**src/rtl/dz_pkg.sv**
```systemverilog
// Shared definitions for the dz_countdown timer: FSM state encoding,
// display row count and the 16-glyph 8x8 hex font.
package dz_pkg;

  typedef enum logic [1:0] {
    ST_IDLE  = 2'd0,
    ST_RUN   = 2'd1,
    ST_PAUSE = 2'd2,
    ST_DONE  = 2'd3
  } dz_state_e;

  localparam int unsigned DZ_ROWS = 8;

  // One 64-bit bitmap per hex digit; row 0 (top) is the most significant
  // byte, column 0 (left) is bit 7 of each byte.
  localparam logic [63:0] DZ_FONT [16] = '{
    64'h3C666E7666663C00,  // 0
    64'h1838181818187E00,  // 1
    64'h3C66060C30607E00,  // 2
    64'h3C66061C06663C00,  // 3
    64'h0C1C3C6C7E0C0C00,  // 4
    64'h7E607C0606663C00,  // 5
    64'h3C607C6666663C00,  // 6
    64'h7E060C1830303000,  // 7
    64'h3C66663C66663C00,  // 8
    64'h3C66663E060C3800,  // 9
    64'h183C66667E666600,  // A
    64'h7C66667C66667C00,  // B
    64'h3C66606060663C00,  // C
    64'h786C6666666C7800,  // D
    64'h7E60607C60607E00,  // E
    64'h7E60607C60606000   // F
  };

endpackage

```
**src/rtl/dz_font_rom.sv**
```systemverilog
// Combinational hex-glyph lookup: 4-bit digit and 3-bit row in,
// 8-bit column pattern out.
module dz_font_rom
  import dz_pkg::*;
(
  input  logic [3:0] glyph_i,
  input  logic [2:0] row_i,
  output logic [7:0] cols_o
);

  logic [63:0] bitmap;
  logic [5:0]  lsb;

  always_comb begin
    bitmap = DZ_FONT[glyph_i];
    lsb    = {3'd7 - row_i, 3'b000};
    cols_o = bitmap[lsb +: 8];
  end

endmodule

```
**src/rtl/dz_countdown.sv**
```systemverilog
// Loadable countdown timer with exact-period prescaler and an 8x8 row-scan
// hex display. Define DZ_BLINK_EN to blink the display in PAUSE and DONE.
module dz_countdown
  import dz_pkg::*;
#(
  parameter int unsigned TICK_DIV      = 1000,
  parameter int unsigned CNT_W         = 4,
  parameter int unsigned START_DEFAULT = 5,
  parameter int unsigned SCAN_DIV      = 1
) (
  input  logic             clk,
  input  logic             rst,
  input  logic             start_i,
  input  logic             pause_i,
  input  logic             load_i,
  input  logic [CNT_W-1:0] load_val_i,
  output logic [CNT_W-1:0] count_o,
  output logic             tick_o,
  output logic             done_o,
  output logic [7:0]       row_o,
  output logic [7:0]       colr_o,
  output logic [7:0]       colg_o
);

  localparam int unsigned PW = $clog2(TICK_DIV);
  localparam int unsigned SW = (SCAN_DIV > 1) ? $clog2(SCAN_DIV) : 1;
  localparam logic [PW-1:0]    PRESC_LAST = PW'(TICK_DIV - 1);
  localparam logic [SW-1:0]    SCAN_LAST  = SW'(SCAN_DIV - 1);
  localparam logic [CNT_W-1:0] CNT_RST    = CNT_W'(START_DEFAULT);
  localparam int unsigned      RST_GLYPH  = START_DEFAULT % 16;
  localparam logic [63:0]      RST_BITMAP = DZ_FONT[RST_GLYPH];
  localparam logic [7:0]       RST_COLS   = RST_BITMAP[63:56];

  dz_state_e        state_q, state_d;
  logic [CNT_W-1:0] count_q, count_d;
  logic [CNT_W-1:0] reload_q, reload_d;
  logic [PW-1:0]    presc_q, presc_d;
  logic [SW-1:0]    scan_q, scan_d;
  logic [2:0]       row_idx_q, row_idx_d;
  logic             tick_q, tick_d;
  logic             done_q;
  logic [7:0]       row_q, colr_q, colg_q;
  logic [7:0]       colr_d, colg_d;
  logic [7:0]       glyph_cols;
  logic             step;
  logic             blank;

  // NOTE: every always_comb output gets a default first so no path can infer a latch.
  always_comb begin
    state_d  = state_q;
    count_d  = count_q;
    reload_d = reload_q;
    presc_d  = presc_q;
    tick_d   = 1'b0;
    step     = (presc_q == PRESC_LAST);
    if (load_i) begin
      state_d  = ST_IDLE;
      count_d  = load_val_i;
      reload_d = load_val_i;
      presc_d  = '0;
    end else begin
      unique case (state_q)
        ST_IDLE: if (start_i) begin
          presc_d = '0;
          state_d = (count_q != '0) ? ST_RUN : ST_DONE;
        end
        ST_RUN: begin
          // start has no effect while running; the step wins over pause
          presc_d = step ? '0 : presc_q + 1'b1;
          if (step) begin
            tick_d  = 1'b1;
            count_d = count_q - 1'b1;
          end
          if (step && count_q == CNT_W'(1)) state_d = ST_DONE;
          else if (pause_i)                 state_d = ST_PAUSE;
        end
        ST_PAUSE: if (!pause_i) state_d = ST_RUN;
        ST_DONE: if (start_i) begin
          state_d = ST_IDLE;
          count_d = reload_q;
        end
        default: state_d = ST_IDLE;
      endcase
    end
  end

  always_comb begin
    scan_d    = (scan_q == SCAN_LAST) ? '0 : scan_q + 1'b1;
    row_idx_d = (scan_q == SCAN_LAST) ? row_idx_q + 3'd1 : row_idx_q;
  end

  // Columns are looked up from next-state values so they land together with row.
  dz_font_rom u_font (
    .glyph_i (4'(count_d)),
    .row_i   (row_idx_d),
    .cols_o  (glyph_cols)
  );

`ifdef DZ_BLINK_EN
  localparam logic [PW-1:0] BLINK_HALF = PW'(TICK_DIV / 2);
  logic [PW-1:0] blink_q, blink_d;

  always_comb begin
    blink_d = (blink_q == PRESC_LAST) ? '0 : blink_q + 1'b1;
    blank   = (state_d == ST_PAUSE || state_d == ST_DONE) && (blink_d >= BLINK_HALF);
  end

  always_ff @(posedge clk) begin
    if (rst) blink_q <= '0;
    else     blink_q <= blink_d;
  end
`else
  assign blank = 1'b0;
`endif

  always_comb begin
    colr_d = '0;
    colg_d = '0;
    if (!blank) begin
      unique case (state_d)
        ST_IDLE:          begin colr_d = glyph_cols; colg_d = glyph_cols; end
        ST_RUN, ST_PAUSE: colr_d = glyph_cols;
        ST_DONE:          colg_d = glyph_cols;
        default:          colr_d = '0;
      endcase
    end
  end

  // NOTE: sequential state uses non-blocking assignments so all registers update together.
  always_ff @(posedge clk) begin
    if (rst) begin
      state_q   <= ST_IDLE;
      count_q   <= CNT_RST;
      reload_q  <= CNT_RST;
      presc_q   <= '0;
      tick_q    <= 1'b0;
      done_q    <= 1'b0;
      scan_q    <= '0;
      row_idx_q <= 3'd0;
      row_q     <= 8'b0000_0001;
      colr_q    <= RST_COLS;
      colg_q    <= RST_COLS;
    end else begin
      state_q   <= state_d;
      count_q   <= count_d;
      reload_q  <= reload_d;
      presc_q   <= presc_d;
      tick_q    <= tick_d;
      done_q    <= (state_d == ST_DONE);
      scan_q    <= scan_d;
      row_idx_q <= row_idx_d;
      row_q     <= 8'b0000_0001 << row_idx_d;
      colr_q    <= colr_d;
      colg_q    <= colg_d;
    end
  end

  assign count_o = count_q;
  assign tick_o  = tick_q;
  assign done_o  = done_q;
  assign row_o   = row_q;
  assign colr_o  = colr_q;
  assign colg_o  = colg_q;

endmodule

```
**config.mk**
```make
export PLATFORM = sky130hd
export DESIGN_NAME = dz_countdown
export DESIGN_NICKNAME = d
export VERILOG_FILES = /design/src/rtl/dz_pkg.sv /design/src/rtl/dz_font_rom.sv /design/src/rtl/dz_countdown.sv
export SDC_FILE = /design/constraint.sdc
export NUM_CORES = 1
export LEC_CHECK = 0
export ABC_AREA = 1
export CAP_MARGIN = 0
export CORE_ASPECT_RATIO = 1.5
export CORE_UTILIZATION = 43
export DETAILED_ROUTE_END_ITERATION = 16
export HOLD_SLACK_MARGIN = 0.15
export PLACE_DENSITY_LB_ADDON = 0.05
export SLEW_MARGIN = 20
export SYNTH_ARGS = -nofsm -noshare
export SYNTH_HDL_FRONTEND = slang
export SYNTH_SLANG_ARGS = --single-unit
```
**constraint.sdc**
```tcl
create_clock -name clk -period 6.04 [get_ports clk]
set_clock_uncertainty 0.15 [all_clocks]
set_input_delay 1.208 -clock clk [delete_from_list [all_inputs] [get_ports clk]]
set_output_delay 1.208 -clock clk [all_outputs]
set_load 0.02 [all_outputs]
```
==> results.py, run 1 <==
metrics = {
    "run_status": {
        "status": "complete, but fails checks",
        "violations": "design-rule violations",
    },
    "floorplan": {
        "num_rows": 37,
        "die_y_um": 106,
        "dieArea_um2": 7540,
        "fp.dieW_um": 71.3,
        "ios": 39,
        "start_util": 0.448,
        "coreArea_um2": 6900,
    },
    "cts": {
        "cts-resized-gates": 0,
        "cts_tree": "yes",
        "root_buffer": "clkbuf_8",
        "path_clk_slew_ns": 0.09,
        "clk_latency_ns": 0.29,
        "cts_made_buffers": 5,
        "cts.hold.buffers_added": 0,
        "cts_max_level": 2,
        "cts.path.max_buffers": 2,
        "cts_num_sinks": 46,
        "post_cts_buffers": 0,
    },
    "sta": {
        "final.setup.tns_ns": 0,
        "period_share": 0.649,
        "rsz0062_at_grt": "no",
        "hold_viol": 0,
        "drv_slew": 0,
        "slew_headroom": 0.350,
        "fin_crit_ns": 3.92,
        "fmax_ghz": 0.255,
        "setup_viol": 0,
        "tightest_slew_ns": 0.975,
    },
    "placed_design": {
        "dp_hpwl_um": 6860,
        "portBuffers": 34,
        "gp_congestion": 0.997,
    },
    "logic_synthesis": {
        "syn-instance-count": 479,
        "synth_area_per_cell_um2": 6.46,
        "ys_types": 37,
        "yosys.area_share.simple": 0.433,
        "yosys.area.top_type": "dfxtp_1",
        "ys_warn_count": 0,
        "synth_xor_area_frac": 0.00809,
        "synth_common_cells": "nand2_1 (142), nand3_1 (57), nor2_1 (55), inv_1 (48), dfxtp_1 (46)",
        "synth_adder_area_share": 0.0607,
        "synth_top_family_by_area": "simple AND/OR/NAND/NOR gates",
        "synth_ff_type": "dfxtp_1",
        "synth_top_area_frac": 0.298,
        "synth_seq_cells": 46,
        "synth-compound-area-share": 0.0987,
        "synth-edff-count": 0,
        "synth.area.mux_share": 0,
        "synth.cell_area_um2": 3090,
        "synthArstFlopShare": 0,
        "synth_area_leaders": "dfxtp_1 (30%), nand2_1 (17%), nand3_1 (9.2%)",
        "yosysMostFrequentCell": "nand2_1",
        "seq_area_frac_synth": 0.298,
    },
    "global_route": {
        "antenna_found_initial": 0,
        "grt_start_max_net_pins": 24,
        "grt_pass1_wl_um": 14200,
        "grt_usage": 0.242,
        "grt_pass1_vias": 3120,
        "overflow": 0,
    },
    "routing": {
        "wl_um": 8620,
        "dr_total_vias": 3110,
        "first_pass_iters": 10,
        "wire_per_inst_um": 14.7,
        "vias_per_cell": 5.31,
        "route.detailed.drc": 3,
        "drtAntennaViolNets": 0,
        "drtIter0Drc": 171,
    },
    "final_layout": {
        "antenna_cells": 0,
        "syn_to_final_growth_pct": 14.1,
        "final_util": 0.512,
        "register_area_um2": 921,
        "multiInputGateArea_um2": 1880,
        "nFillCells": 706,
        "drive_gt1_frac": 0.0807,
        "num-nets-final": 531,
    },
    "worst_setup_path": {
        "arrival_ns": 3.95,
        "max_stage_delay_ns": 0.53,
        "crit_buf_inv": 5,
        "crit_slowest_cell": "clkdlybuf4s50_1",
        "cp_cell_sequence": "clkdlybuf4s50_1, inv_1, nor2_1, nand2_1, o21ai_0, inv_1, nand2_1, nand2_1, nand2_1, ha_1, inv_1, nand3_1, nand3_1, nand2_1, nand2_1, nand2_1, inv_1, nand2_1, nand3_1, nand2_1",
        "crit_fanout": 9,
        "critPathTopFamily": "simple AND/OR/NAND/NOR gates",
        "path_class": "in -> reg",
        "end_kind": "register",
        "crit_required_ns": 6.06,
        "cp-start-kind": "input pin",
        "cpMostUsedCell": "nand2_1",
    },
    "power": {
        "p_leak_uw": 0.00158,
        "peakVddDrop_uv": 134,
        "power_density_nw_per_um2": 242,
    },
    "min_path": {
        "hold_class": "reg -> reg",
    },
    "job": {
        "maxCapViolations": 0,
    },
}
## routing by layer
layer | track usage | share of wire | routed length, um | up-vias
met1 | 0.253 | 0.39 | 3320 | 1423
met3 | 0.0268 | 0.024 | 210 | 36
met2 | 0.433 | 0.52 | 4520 | 74
li1 | - | - | - | 1577
met5 | 0 | 0 | 0 | -
met4 | 0.180 | 0.066 | 566 | 0
## worst reg2reg max path, stage by stage (launching register included)
cell and delay [ns]:
dfxtp_1 0.37, ha_1 0.22, nand2_2 0.09, nor2_2 0.22
nand3_1 0.21, nand2_2 0.19, nand2_1 0.08, nand2_1 0.06
nand2_1 0.08, a21oi_2 0.36, ha_1 0.34, inv_1 0.14
nand3_1 0.18, nand3_1 0.13, nand2_1 0.10, nand2_1 0.08
nand2_1 0.05, inv_1 0.04, nand2_1 0.06, nand3_1 0.08
nand2_1 0.05
## kinds of logic after synthesis
| logic type | after synthesis |
|---|---|
| buf+inv | 65 |
| xor+xnor | 2 |
| simple gates | 298 |
| flops | 46 |
| compound gates | 52 |
| fa+ha+maj | 15 |
| other cells | 1 |
## path summary, 6_finish.rpt
path                                   from           to  slack [ns]  cells past startpoint
worst min-delay path            reload_q[0]  reload_q[0]        0.33                      2
worst min register to register  reload_q[0]  reload_q[0]        0.33                      2
worst max register to register   presc_q[1]    colr_o[2]        2.64                     20
worst max-delay path                start_i    colr_o[2]        2.12                     20
## per-stage QoR
| step | setup WS, ns | hold WS, ns | instances | area (um^2) | power (uW) |
|---|---|---|---|---|---|
| 2_1_floorplan | 2.86 | 0.277 | 483 | 3110 | 543 |
| 3_3_place_gp | 1.79 | 0.317 | 578 | 3420 | 631 |
| 3_5_place_dp | 1.82 | 0.314 | 578 | 3420 | 629 |
| 4_1_cts | 2.12 | 0.328 | 586 | 3530 | 859 |
| 5_1_grt | 1.80 | 0.344 | 586 | 3530 | 907 |
| 6_report | 2.12 | 0.333 | 586 | 3530 | 853 |
## report_power, final
part	total (uW)	leakage [uW]	internal [uW]	switching, uW
Clock	230	0.0000585	124	106
Sequential	337	0.000378	327	10.6
Combinational	286	0.00115	99.6	186
Total	853	0.00158	550	303
## cell usage in the layout (no fill, tap or decap)
| cell type | netlist | final |
|---|---|---|
| a21oi_1 | 23 | 23 |
| a21oi_2 | 2 | 2 |
| a21oi_4 | 1 | 1 |
| a221oi_1 | 1 | 1 |
| a22oi_1 | 1 | 1 |
| a31oi_1 | 4 | 4 |
| a32oi_1 | 1 | 1 |
| a41oi_1 | 1 | 1 |
| and2_1 | 3 | 3 |
| and3_1 | 1 | 1 |
| bufinv_16 | 0 | 1 |
| clkbuf_8 | 0 | 5 |
| clkdlybuf4s50_1 | 0 | 34 |
| clkinv_2 | 0 | 1 |
| conb_1 | 1 | 5 |
| dfxtp_1 | 46 | 46 |
| ha_1 | 15 | 15 |
| inv_1 | 48 | 48 |
| inv_6 | 0 | 1 |
| nand2_1 | 142 | 142 |
| nand2_2 | 11 | 11 |
| nand2_4 | 2 | 2 |
| nand3_1 | 57 | 57 |
| nand3_2 | 5 | 5 |
| nand3b_1 | 2 | 2 |
| nand4_1 | 8 | 8 |
| nor2_1 | 55 | 55 |
| nor2_2 | 4 | 4 |
| nor2_4 | 2 | 2 |
| nor3_1 | 2 | 2 |
| nor3b_1 | 1 | 1 |
| o21ai_0 | 11 | 11 |
| o21ai_1 | 5 | 5 |
| o21ai_2 | 2 | 2 |
| or2_2 | 3 | 3 |
| xnor2_1 | 1 | 1 |
| xor2_2 | 1 | 1 |
## final cells by class
type                    count  area share
well taps                  78      0.0277
clock inverters             3      0.0124
multi-input cells         372       0.532
flip-flops and latches     46       0.261
repair buffers             34      0.0965
inverters                  48      0.0511
clock buffers               5      0.0195
## sequential cells by signal, summed over array words and instances, names as in the netlist
| register | flops |
|---|---|
| reload_q | 4 |
| row_o | 8 |
| state_q | 2 |
| count_o | 4 |
| tick_o | 1 |
| presc_q | 10 |
| colg_o | 6 |
| done_o | 1 |
| scan_q | 1 |
| colr_o | 6 |
| row_idx_q | 3 |
(Power assumes the default switching activity.)
==> inputs of run 2 (changes only) <==
==> constraint.sdc (replaced) <==
create_clock -name clk -period 4 [get_ports clk]
set_clock_uncertainty 0.15 [all_clocks]
set_input_delay 0.8 -clock clk [delete_from_list [all_inputs] [get_ports clk]]
set_output_delay 0.8 -clock clk [all_outputs]
set_load 0.02 [all_outputs]
==> run 2 against run 1 <==
  * The flow still finishes with violations (design-rule violations)
  * Global-route usage is 0.41 points higher
  * Core utilization is 0.15 points higher
  * Total power is 46% higher
  * Critical endpoint is now colg_o[3]
  * Largest power group unchanged
==> results.py, run 2 (synthesis results as in run 1) <==
metrics = {
    "run_status": {
        "status": "complete, but fails checks",
        "violations": "design-rule violations",
    },
    "sta": {
        "period_share": 0.853,
        "hold_viol": 0,
        "rsz0062_at_grt": "no",
        "tightest_slew_ns": 0.727,
        "fin_crit_ns": 3.41,
        "final.setup.tns_ns": 0,
        "drv_slew": 0,
        "setup_viol": 0,
        "slew_headroom": 0.512,
        "fmax_ghz": 0.293,
        "hold_ws_ns": 0.314,
    },
    "final_layout": {
        "layout_commonest_cell": "nand2_1",
        "final_util": 0.513,
        "antenna_cells": 0,
        "syn_to_final_growth_pct": 14.4,
        "largest_reg_flops": 10,
        "regMostFlops": "presc_q",
        "layout_common_cells": "nand2_1 (142), nand3_1 (57), nor2_1 (55)",
        "instances_no_fill": 590,
        "num-nets-final": 535,
        "drive_gt1_frac": 0.0879,
    },
    "global_route": {
        "antenna_found_initial": 0,
        "grt_start_max_net_pins": 24,
        "grt_pass1_wl_um": 14200,
        "grt_pass1_vias": 2957,
        "met2_usage": 0.435,
        "grtUsageMet1": 0.266,
        "overflow": 0,
        "use_met3": 0.0287,
        "grt_busiest_layer": "met2",
        "grt_usage": 0.246,
    },
    "floorplan": {
        "start_util": 0.448,
        "num_rows": 37,
        "fp.dieW_um": 71.3,
        "die_y_um": 106,
        "ios": 39,
        "dieArea_um2": 7540,
        "coreArea_um2": 6900,
    },
    "cts": {
        "cts_tree": "yes",
        "cts.path.max_buffers": 2,
        "cts_made_buffers": 5,
        "root_buffer": "clkbuf_8",
        "cts.hold.buffers_added": 0,
        "post_cts_buffers": 0,
        "cts-resized-gates": 0,
        "cts_max_level": 2,
        "path_clk_slew_ns": 0.09,
        "cts_num_sinks": 46,
        "clk_latency_ns": 0.31,
    },
    "placed_design": {
        "portBuffers": 34,
        "dp_hpwl_um": 6880,
        "gp_congestion": 0.979,
        "place_inst": 582,
    },
    "worst_setup_path": {
        "end_kind": "register",
        "max_stage_delay_ns": 0.53,
        "cpMostUsedCell": "nand2_1",
        "crit_required_ns": 4.03,
        "path_class": "in -> reg",
        "critPathTopFamily": "simple AND/OR/NAND/NOR gates",
        "cp_cell_sequence": "clkdlybuf4s50_1, inv_1, nor2_1, nand2_1, o21ai_0, inv_1, nand2_1, nand2_1, nand2_1, ha_1, nand2_2, nand2_1, nor2_1, o21ai_1, nand3_1, nand3_1, nand2_1",
        "crit_buf_inv": 3,
        "crit_slowest_cell": "clkdlybuf4s50_1",
        "arrival_ns": 3.44,
        "crit_fanout": 9,
        "cp-start-kind": "input pin",
    },
    "routing": {
        "wl_um": 8830,
        "wire_per_inst_um": 15.0,
        "vias_per_cell": 5.35,
        "route.detailed.drc": 3,
        "drtAntennaViolNets": 0,
        "drtIter0Drc": 186,
        "first_pass_iters": 11,
        "dr_total_vias": 3155,
    },
    "power": {
        "p_leak_uw": 0.00158,
        "peakVddDrop_uv": 250,
        "power_density_nw_per_um2": 353,
        "total_power_uw": 1250,
    },
    "job": {
        "maxCapViolations": 0,
    },
    "min_path": {
        "hold_class": "reg -> reg",
    },
}
==> run 2: final cells by class <==
class	count	area [um^2]
Inverter	48	180
Multi-Input combinational cell	372	1880
Fill cell	733	3360
Tap cell	78	97.6
Clock buffer	5	68.8
Sequential cell	46	921
Clock inverter	3	23.8
Timing Repair Buffer	38	370
==> run 2: power by group <==
part / internal [uW] / switching (uW) / leakage [uW]
sequential: 493 / 16.0 / 0.000378
combinational: 154 / 286 / 0.00116
clock: 125 / 174 / 0.0000408
total: 772 / 476 / 0.00158
==> run 2: stage by stage <==
stage	area, um^2	worst slack, ns
2_1_floorplan	3110	1.22
3_3_place_gp	3450	0.363
3_5_place_dp	3450	0.319
4_1_cts	3540	0.629
5_1_grt	3540	0.261
6_report	3540	0.589
==> run 2: path summary, 6_finish.rpt <==
kind,depth (start not counted),endpoint,startpoint,slack (ns)
max,17,colg_o[3],start_i,0.59
max reg2reg,17,colg_o[3],presc_q[1],0.60
min,2,reload_q[0],reload_q[0],0.31
min reg2reg,2,reload_q[0],reload_q[0],0.31
==> run 2: layer usage <==
| layer | vias up | share of wire | wire length, um |
|---|---|---|---|
| li1 | 1590 | - | - |
| met1 | 1384 | 0.39 | 3430 |
| met2 | 132 | 0.50 | 4420 |
| met5 | - | 0 | 0 |
| met3 | 49 | 0.044 | 388 |
| met4 | 0 | 0.068 | 601 |
==> run 2: tightest hold or removal path, delay by kind of cell, from the launching register on <==
kind	cells	cell delay, ns
and+or+nand+nor	2	0.10
DFF	1	0.32
